**src/rtl/split_port_arbiter.sv**
```systemverilog
// split_port_arbiter: shares one backing-memory port between an instruction port (A) and a data port (B)
// Ports: clk/rst_n (async active-low); port A read request (read_a, address_a -> resp_a, rdata_a);
// port B read/write request (read_b, write, wmask, address_b, wdata -> resp_b, rdata_b);
// backing memory (pmem_read, pmem_write, pmem_wmask, pmem_address, pmem_wdata <- pmem_resp, pmem_rdata);
// timeout_err is sticky once any backing access exceeds MAX_WAIT cycles.
// Option: define ARB_ROUND_ROBIN_EN to alternate grants when both ports request (B first after reset);
// otherwise port B always wins.
module split_port_arbiter #(
  parameter int MAX_WAIT = 255
) (
  input  logic        clk,
  input  logic        rst_n,
  input  logic        read_a,
  input  logic [31:0] address_a,
  output logic        resp_a,
  output logic [31:0] rdata_a,
  input  logic        read_b,
  input  logic        write,
  input  logic [3:0]  wmask,
  input  logic [31:0] address_b,
  input  logic [31:0] wdata,
  output logic        resp_b,
  output logic [31:0] rdata_b,
  output logic        pmem_read,
  output logic        pmem_write,
  output logic [3:0]  pmem_wmask,
  output logic [31:0] pmem_address,
  output logic [31:0] pmem_wdata,
  input  logic        pmem_resp,
  input  logic [31:0] pmem_rdata,
  output logic        timeout_err
);
  typedef enum logic [2:0] {IDLE, SERVE_A, SERVE_B, DONE_A, DONE_B} state_t;
  state_t state, state_nx;
  logic [31:0] addr_q, wdata_q;
  logic [3:0]  wmask_q;
  logic        wr_q, req_b, grant_b, serving, finish, timeout, launch;
  logic [15:0] cnt;
  assign req_b = read_b | write;
`ifdef ARB_ROUND_ROBIN_EN
  logic last_b;
  // when both ports request, yield to whichever was not served last
  assign grant_b = req_b & (~read_a | ~last_b);
`else
  assign grant_b = req_b;
`endif
  assign serving = (state == SERVE_A) || (state == SERVE_B);
  // reaching MAX_WAIT with a response in the same cycle still counts as success
  assign timeout = serving & ~pmem_resp & (cnt == 16'(MAX_WAIT - 1));
  assign finish  = serving & (pmem_resp | timeout);
  assign launch  = (state == IDLE) && (state_nx != IDLE);
  always_comb begin
    state_nx = state;
    unique case (state)
      IDLE:    state_nx = grant_b ? SERVE_B : (read_a ? SERVE_A : IDLE);
      SERVE_A: state_nx = finish ? DONE_A : SERVE_A;
      SERVE_B: state_nx = finish ? DONE_B : SERVE_B;
      default: state_nx = IDLE;
    endcase
  end
  assign resp_a       = state == DONE_A;
  assign resp_b       = state == DONE_B;
  assign pmem_read    = (state == SERVE_A) || ((state == SERVE_B) && !wr_q);
  assign pmem_write   = (state == SERVE_B) && wr_q;
  assign pmem_address = addr_q;
  assign pmem_wdata   = wdata_q;
  assign pmem_wmask   = wmask_q;
  always_ff @(posedge clk or negedge rst_n) begin
    if (!rst_n) begin
      state       <= IDLE;
      cnt         <= '0;
      addr_q      <= '0;
      wdata_q     <= '0;
      wmask_q     <= '0;
      wr_q        <= 1'b0;
      rdata_a     <= '0;
      rdata_b     <= '0;
      timeout_err <= 1'b0;
    end else begin
      state <= state_nx;
      // every SERVE is entered from IDLE, so clearing in IDLE starts each wait at zero
      cnt <= (state == IDLE) ? '0 : (serving && !pmem_resp) ? cnt + 16'd1 : cnt;
      if (launch) begin
        addr_q  <= grant_b ? address_b : address_a;
        wdata_q <= wdata;
        wmask_q <= wmask;
        wr_q    <= grant_b & write;
      end
      if (finish && state == SERVE_A) rdata_a <= pmem_resp ? pmem_rdata : '0;
      // writes leave rdata_b untouched, including on timeout
      if (finish && state == SERVE_B && !wr_q) rdata_b <= pmem_resp ? pmem_rdata : '0;
      if (timeout) timeout_err <= 1'b1;
    end
  end
`ifdef ARB_ROUND_ROBIN_EN
  always_ff @(posedge clk or negedge rst_n) begin
    if (!rst_n) last_b <= 1'b0;
    else if (launch) last_b <= grant_b;
  end
`endif
endmodule
```
**config.mk**
```make
export PLATFORM = sky130hd
export DESIGN_NAME = split_port_arbiter
export DESIGN_NICKNAME = d
export VERILOG_FILES = /design/src/rtl/split_port_arbiter.sv
export SDC_FILE = /design/constraint.sdc
export NUM_CORES = 1
export LEC_CHECK = 0
export CAP_MARGIN = 25
export CORE_UTILIZATION = 40
export DETAILED_ROUTE_END_ITERATION = 8
export PLACE_DENSITY_LB_ADDON = 0.15
export SYNTH_ARGS = -nofsm -noshare
export SYNTH_HDL_FRONTEND = slang
export SYNTH_SLANG_ARGS = --single-unit
```
**constraint.sdc**
```tcl
create_clock -name clk -period 1.8 [get_ports clk]
set_input_delay 0.45 -clock clk [delete_from_list [all_inputs] [get_ports clk]]
set_output_delay 0.45 -clock clk [all_outputs]
set_load 0.01 [all_outputs]
```
Word level (Yosys, flattened, before mapping)
Index checks and enable logic that the tools add are counted.
Operators by class
  equal/unequal tests: 5
  add/sub/neg operators: 1
  bitwise logic cells: 7
  reductions and logical operators: 14
  mux-type cells: 9
Operator list (count)
  32-bit two-way mux: 2
  16-bit two-way mux: 2
  16-bit by 1-bit adder with 16-bit output, second input constant: 1
  16-bit by 8-bit == test with 1-bit output, second input constant: 1
  3-bit case mux with 3 select lines: 1
  1-bit logical AND: 7
  3-bit by 2-bit == test with 1-bit output, second input constant: 2
  1-bit bitwise AND: 4
  2-bit two-way mux: 2
  3-bit by 1-bit == test with 1-bit output, second input constant: 1
  3-bit == test, second input constant: 1
  3-bit zero test: 1
  3-bit two-way mux: 1
  3-bit nonzero test: 1
  1-bit zero test: 2
  1-bit logical OR: 2
  1-bit bitwise OR: 2
  2-bit nonzero test: 1
  1-bit two-way mux: 1
  1-bit inverter: 1
Word-level totals
  output and inout bits: 137
  flip-flop bits (word level): 153
  word-level logic and storage cells: 45

Logic depth before layout (Yosys ltp)
Gate-level depths: netlist of run 1.
  depth in word-level cells: 10
  depth in mapped cells: 8
  depth with buffers taken out: 6

Worst setup path before layout of run 1
No wires, ideal clock.
  path kind: register to output
  start: reg state[2]
  end: out pmem_read
  setup slack: -0.234 ns
  data arrival time: 1.584 ns
  buffers on the path: 2
  stages on the path, launching flop included: 5
  path through: dfrtp_1 > or4b_2 > clkbuf_1 > buf_1 > nand2_1
Between the ends
  word-level cells in the longest chain between the ends: 3
  elaborated cells between the ends (all ways): 4
  those cells by class: 2 x eq/ne; 2 x reduce/logical
Ends and longest elaborated chain
  from (decl): line 34  | state_t state, state_nx;
  from (signal assigned): line 80  | state <= state_nx;
  3-bit by 2-bit == test with 1-bit output: line 63  | assign pmem_read = (state == SERVE_A) || ((state == SERVE_B) && !wr_q);
  1-bit logical AND: line 63
  1-bit logical OR (*): line 63
  to (decl): line 24  | output logic pmem_read,
Every way passes the cells marked *; elsewhere a longest branch is shown, timed or not.

Worst setup path in the final report of run 1
  start: reg wr_q
  end: out pmem_read
Between the ends
  word-level cells in the longest chain between the ends: 3
Ends and longest elaborated chain
  from (decl): line 37  | logic wr_q, req_b, grant_b, serving, finish, timeout, launch;
  from (signal assigned): line 87  | wr_q <= grant_b & write;
  1-bit zero test: line 63
  1-bit logical AND: line 63
  1-bit logical OR: line 63
No other way between the ends.

==> results of run 1 <==
kinds of logic after synthesis:
kind of cell,count (synthesis)
AOI/OAI and AO/OA,181
xor gates and xnor gates,8
adders and majority gates,5
buffers and inverters,113
DFF,153
muxes,70
and+or+nand+nor,186
synthesized netlist by cell type, drive strengths merged:
library cell	n	area share
o22a	2	0.0025
a211oi	3	0.0033
nand3	8	0.0058
o21ai	67	0.049
and2	1	0.00091
xnor2	4	0.0051
nand2	38	0.021
and4b	1	0.0015
nand2b	2	0.0018
o21bai	2	0.0022
maj3	3	0.0045
nor3	3	0.0022
and3	3	0.0027
and3b	1	0.0013
or3b	1	0.0013
dfrtp	153	0.56
mux2i	32	0.046
o31a	2	0.0025
nor4b	2	0.0025
nor2	108	0.059
nand4	2	0.0018
o21a	2	0.0022
mux2	38	0.062
and4	1	0.0013
xor2	4	0.0051
o31ai	2	0.0022
or3	6	0.0054
inv	67	0.037
or4b	1	0.0015
nand3b	1	0.0011
clkbuf	36	0.020
buf	10	0.0069
a21oi	101	0.073
ha	2	0.0036
or4	2	0.0022
nor4	5	0.0045
power by group through the flow:
stage | logic [mW] | registers (mW) | clock network, mW
2_1_floorplan | 2.77 | 6.10 | 0
3_3_place_gp | 7.31 | 5.54 | 0
3_5_place_dp | 7.40 | 5.60 | 0
4_1_cts | 7.27 | 5.54 | 3.66
5_1_grt | 7.87 | 5.68 | 3.80
6_report | 7.23 | 5.51 | 3.58
sequential cells by signal, summed over array words and instances, names as in the netlist:
name	cells
rdata_a	32
wr_q	1
timeout_err	1
pmem_wmask	4
cnt	16
state	3
pmem_address	32
rdata_b	32
pmem_wdata	32
layer usage:
metal / vias up / global-route usage / wire [um]
met5: - / 0 / 0
met4: 0 / 0.08081 / 358
met3: 25 / 0.09018 / 1785
met2: 197 / 0.3994 / 10320
met1: 2876 / 0.2657 / 7980
li1: 3018 / - / -
critical path, delay by kind of cell, from the launching register on:
kind	cells	cell delay, ns
buffers and inverters	1	0.11
flip-flops	1	0.38
AND/OR/NAND/NOR	2	0.63
cell type report:
class,count,area [sq um]
Inverter,67,251.5
Clock buffer,21,450.4
Sequential cell,153,3829
Tap cell,220,275.3
Multi-Input combinational cell,450,2709
Clock inverter,11,138.9
Timing Repair Buffer,337,3448
Fill cell,1349,5599
worst min path at each step:
stage	endpoint	slack, ns	cells past startpoint
3_5_place_dp	rdata_b[12]$_DFFE_PN0P_	0.34	1
2_1_floorplan	cnt[0]$_DFFE_PN0P_	0.15	0
6_report	cnt[13]$_DFFE_PN0P_	0.47	2
5_1_grt	rdata_b[28]$_DFFE_PN0P_	0.48	2
4_1_cts	rdata_b[7]$_DFFE_PN0P_	0.46	2
3_3_place_gp	cnt[13]$_DFFE_PN0P_	0.34	1
stage by stage:
step	total power, mW	area (sq um)
floorplan	8.877	6927
finish	16.32	11100
detailed placement	13.00	10220
global placement	12.85	10220
CTS	16.46	10810
global route	17.35	11100
what timing repair did:
action,in CTS,in global routing
resized for setup,102,63
hold endpoints to repair,23,0
gates cloned,1,4
hold buffers,1,0
setup buffers,3,3
setup endpoints to repair,134,183
pin swaps,3,1
==> flow_metrics.py, run 1 <==
metrics = {
    "run_status": {
        "status": "finished, violations left",
        "violations": "negative setup slack",
    },
    "clock_tree": {
        "tritoncts": "yes",
        "clock-root-buffer": "clkbuf_16",
        "clk_latency_ns": 0.43,
        "htree_levels": 4,
        "clk_pin_slew_worst_paths_ns": 0.06,
        "numClockSinks": 153,
        "clk_path_buf_depth": 2,
        "numCtsBuffers": 17,
    },
    "route": {
        "wl_per_cell_um": 16.24,
        "route.vias.total": 6116,
        "viasPerCell": 4.858,
        "ant_nets": 0,
        "drt_iter0_markers": 298,
        "routed_wirelength_um": 20450,
        "dr.pass1.iters": 4,
        "drc": 0,
    },
    "critical_path": {
        "endpoint": "pmem_read",
        "rr_endpoint": "cnt[14]$_DFFE_PN0P_",
        "r2r_setup_slack_ns": -0.17,
        "critical_path_class": "register to output port",
        "crit_path_start": "wr_q$_DFFE_PN0P_",
        "slowest_stage": "or4b_4",
        "crit_arrival_ns": 1.53,
        "worstRegToRegCells": 6,
        "crit_fanout": 2,
        "r2r_start": "state[0]$_DFF_PN0_",
        "path_cells": "or4b_4 > nand2_2 > buf_6",
        "end_kind": "output port",
        "crit_path_max_incr_delay_ns": 0.55,
        "cp.required_ns": 1.35,
        "worst_setup_path_start_kind": "register",
    },
    "global_routing": {
        "grt_pass1_wl_um": 31970,
        "grt_overflow": 0,
        "grt_usage": 0.2333,
        "grt_pass1_vias": 6140,
        "grt_antenna_before_repair": 0,
        "grt_max_degree": 66,
    },
    "floorplanning": {
        "ioPinCount": 275,
        "start_util": 0.4125,
        "die_x_um": 133.2,
        "rows": 47,
        "coreArea_sq_um": 16700,
        "die-area_sq_um": 17750,
        "die_y_um": 133.2,
    },
    "timing": {
        "finalHoldViolations": 0,
        "grt_setup_unrepaired": "true",
        "min_period_ns": 1.984,
        "worst_slew_pin_slew_ns": 0.6393,
        "fmax_ghz": 0.5040,
        "maxSlewViolCount": 0,
        "slew_headroom": 0.5738,
        "skew_ns": 0.01241,
        "min_period_over_period": 1.102,
        "setup_tns_ns": -3.981,
        "fin_hold_ws_ns": 0.4675,
        "setup_viol": 52,
        "final.setup.worst_slack_ns": -0.1841,
    },
    "synth": {
        "synth_top_family_by_area": "compound AO/OA/AOI/OAI gates",
        "synth.avg_cell_area_sq_um": 9.622,
        "synth-compound-area-share": 0.1369,
        "synthSimpleGateAreaFrac": 0.1173,
        "yosysWarnings": 0,
        "syn_nets": 856,
        "ys_seq_area_frac": 0.5558,
        "synth_xor_area_frac": 0.01017,
        "synth.distinct_cells": 38,
        "synthAdderAreaFrac": 0.008173,
        "ys_seq_elements": 153,
        "synthMuxAreaShare": 0.1086,
        "synthesis.area_sq_um": 6889,
        "syn_inst": 716,
    },
    "cells_and_area": {
        "fin_nets": 1166,
        "fin_util": 0.6647,
        "fin_cells": 1259,
        "area_delta_synth_final_pct": 61.15,
        "drive_above_1_share": 0.1473,
        "final_cell_mix": "dfrtp_1 (153), clkdlybuf4s50_1 (150), nor2_1 (104)",
        "layout_commonest_cell": "dfrtp_1",
        "antenna_cells": 0,
    },
    "pwr": {
        "comb_power_share": 0.443,
        "powerDensity_nw_per_um2": 1470,
        "leakagePower_nw": 5.170,
        "power_switching_mw": 5.585,
        "ir_worst_vdd_mv": 0.8429,
        "seqPwrFrac": 0.337,
        "clkPwrFrac": 0.219,
        "power.internal_mw": 10.73,
        "switching_share": 0.3423,
    },
    "run": {
        "maxCapViolCount": 0,
    },
    "placement": {
        "post-place-ws_ns": -0.5137,
        "place_congestion": 0.8102,
        "dp_hpwl_um": 14370,
        "dp_cells": 1215,
        "numPortBuffers": 274,
    },
    "hold_path": {
        "holdCritPathClass": "input pin to asynchronous set/reset pin",
    },
}
(Power assumes the default switching activity.)
==> run 2, diff against run 1 <==
- REMOVE_ABC_BUFFERS: unset -> 1
==> flow_metrics.py, run 2 (synthesized netlist as in run 1, its figures left out) <==
metrics = {
    "floorplanning": {
        "rows": 47,
        "coreArea_sq_um": 16700,
        "die_x_um": 133.2,
        "ioPinCount": 275,
        "die_y_um": 133.2,
        "start_util": 0.4125,
        "die-area_sq_um": 17750,
    },
    "timing": {
        "final.setup.worst_slack_ns": -0.2095,
        "min_period_ns": 2.010,
        "fmax_ghz": 0.4976,
        "maxSlewViolCount": 0,
        "setup_tns_ns": -9.988,
        "grt_setup_unrepaired": "true",
        "setup_viol": 114,
        "worst_slew_pin_slew_ns": 0.6853,
        "finalHoldViolations": 0,
        "slew_headroom": 0.5431,
        "skew_ns": 0.008863,
        "min_period_over_period": 1.116,
    },
    "cells_and_area": {
        "fin_cells": 1288,
        "regArea_sq_um": 3830,
        "area_delta_synth_final_pct": 70.51,
        "layout_commonest_cell": "dfrtp_1",
        "fin_nets": 1194,
        "fin_util": 0.7033,
        "fillers": 1278,
        "multi_input_comb_area_sq_um": 2943,
        "drive_above_1_share": 0.1912,
        "final_cell_mix": "dfrtp_1 (152), clkdlybuf4s50_1 (146), nor2_1 (103)",
    },
    "placement": {
        "place_congestion": 0.8672,
        "dp_hpwl_um": 14250,
        "numPortBuffers": 274,
        "dp_cells": 1220,
        "post-place-ws_ns": -0.6057,
    },
    "critical_path": {
        "cp_top_family": "simple AND/OR/NAND/NOR gates",
        "r2r_start": "state[1]$_DFF_PN0_",
        "r2r_setup_slack_ns": -0.20,
        "crit_arrival_ns": 1.56,
        "rr_endpoint": "cnt[13]$_DFFE_PN0P_",
        "worst_setup_path_start_kind": "register",
        "slowest_stage": "dfrtp_2",
        "critical_path_buf_inv_count": 2,
        "crit_top_cell": "buf_6",
        "cp.required_ns": 1.35,
        "crit_path_max_incr_delay_ns": 0.44,
        "worstRegToRegCells": 5,
        "path_cells": "buf_6 > or3b_4 > nand2_2 > buf_6",
        "crit_path_start": "state[1]$_DFF_PN0_",
        "crit_fanout": 4,
        "critical_path_class": "register to output port",
        "end_kind": "output port",
    },
    "clock_tree": {
        "numClockSinks": 153,
        "clk_pin_slew_worst_paths_ns": 0.06,
        "htree_levels": 4,
        "clk_path_buf_depth": 2,
        "tritoncts": "yes",
        "clock-root-buffer": "clkbuf_16",
        "numCtsBuffers": 17,
        "clk_latency_ns": 0.42,
    },
    "global_routing": {
        "grt_pass1_vias": 6245,
        "grt_overflow": 0,
        "grt_antenna_before_repair": 1,
        "grt_usage": 0.2406,
        "grt_pass1_wl_um": 32840,
        "grt_max_degree": 66,
    },
    "route": {
        "ant_nets": 0,
        "viasPerCell": 5.006,
        "dr.pass1.iters": 5,
        "route.vias.total": 6448,
        "drt_iter0_markers": 348,
        "routed_wirelength_um": 22710,
        "wl_per_cell_um": 17.63,
        "drc": 0,
    },
    "hold_path": {
        "holdCritPathClass": "register to register",
        "hp-start": "timeout_err$_DFFE_PN0P_",
        "hold_end": "timeout_err$_DFFE_PN0P_",
        "whs_path_depth": 1,
    },
    "pwr": {
        "ir_worst_vdd_mv": 1.248,
        "leakagePower_nw": 5.529,
        "powerDensity_nw_per_um2": 1494,
        "p_total_mw": 17.55,
    },
    "run": {
        "maxCapViolCount": 0,
    },
    "run_status": {
        "status": "finished, violations left",
        "violations": "negative setup slack",
    },
}
run 2: cell count changes in the layout (fill, tap and decap cells not counted), moves of 4 or more:
| cell | change |
|---|---|
| buf_12 | +5 |
| buf_6 | +4 |
| o21ai_2 | +5 |
| a21oi_1 | -4 |
| o21ai_0 | -14 |
| mux2_4 | +35 |
| dlymetal6s2s_1 | -5 |
| buf_4 | +12 |
| mux2_2 | -35 |
| a21oi_2 | +4 |
| dlygate4sd2_1 | +9 |
| clkdlybuf4s50_1 | -4 |
| o21ai_1 | +9 |
run 2: worst reg2reg max path: cells and delay by family, from the launching register on:
kind / cells / cell delay, ns
and+or+nand+nor: 2 / 0.90
DFF: 1 / 0.44
adders and majority gates: 1 / 0.33
buffers and inverters: 1 / 0.13
AOI/OAI and AO/OA: 1 / 0.12
run 2: how the worst max path moves through the flow:
stage / to / cells after the start
after floorplan: pmem_wdata[0]$_DFFE_PN0P_ / 3
after detailed placement: cnt[15]$_DFFE_PN0P_ / 6
after global placement: cnt[15]$_DFFE_PN0P_ / 6
after global routing: pmem_read / 4
after CTS: pmem_read / 3
final: pmem_read / 4
run 2: what timing repair did:
action	4_1_cts	5_1_grt
resized for setup	125	141
endpoints found under the hold margin	5	0
buffers inserted	11	15
hold buffers	1	0
cloned	4	7
setup endpoints to repair	197	168
pin swaps	13	14
run 2: layer usage:
layer  part of all wire  GRT usage  wire length (um)  vias to the layer above
met3              0.070    0.07572              1585                       38
li1                   -          -                 -                     3067
met1               0.40     0.2862              9092                     3116
met4              0.024    0.08775               544                        0
met5                  0          0                 0                        -
met2               0.51     0.4087             11490                      227
run 2: report_power, final:
group	internal (mW)	total (mW)	switching (mW)
clock network	2.23	3.72	1.49
logic	4.54	8.28	3.74
registers	4.74	5.55	0.810
run 2: through the flow:
step	hold WS, ns	instance area (sq um)
2_1_floorplan	0.1544	6706
3_3_place_gp	0.4559	10320
3_5_place_dp	0.4479	10320
4_1_cts	0.4869	11120
5_1_grt	0.5207	11750
6_report	0.4781	11750
run 2: cell type report:
cell class | instances | area share
Clock inverter | 14 | 0.01470
Antenna cell | 1 | 0.0002130
Timing Repair Buffer | 365 | 0.3261
Inverter | 67 | 0.02162
Tap cell | 220 | 0.02343
Multi-Input combinational cell | 450 | 0.2505
Clock buffer | 18 | 0.03739
Sequential cell | 153 | 0.3261
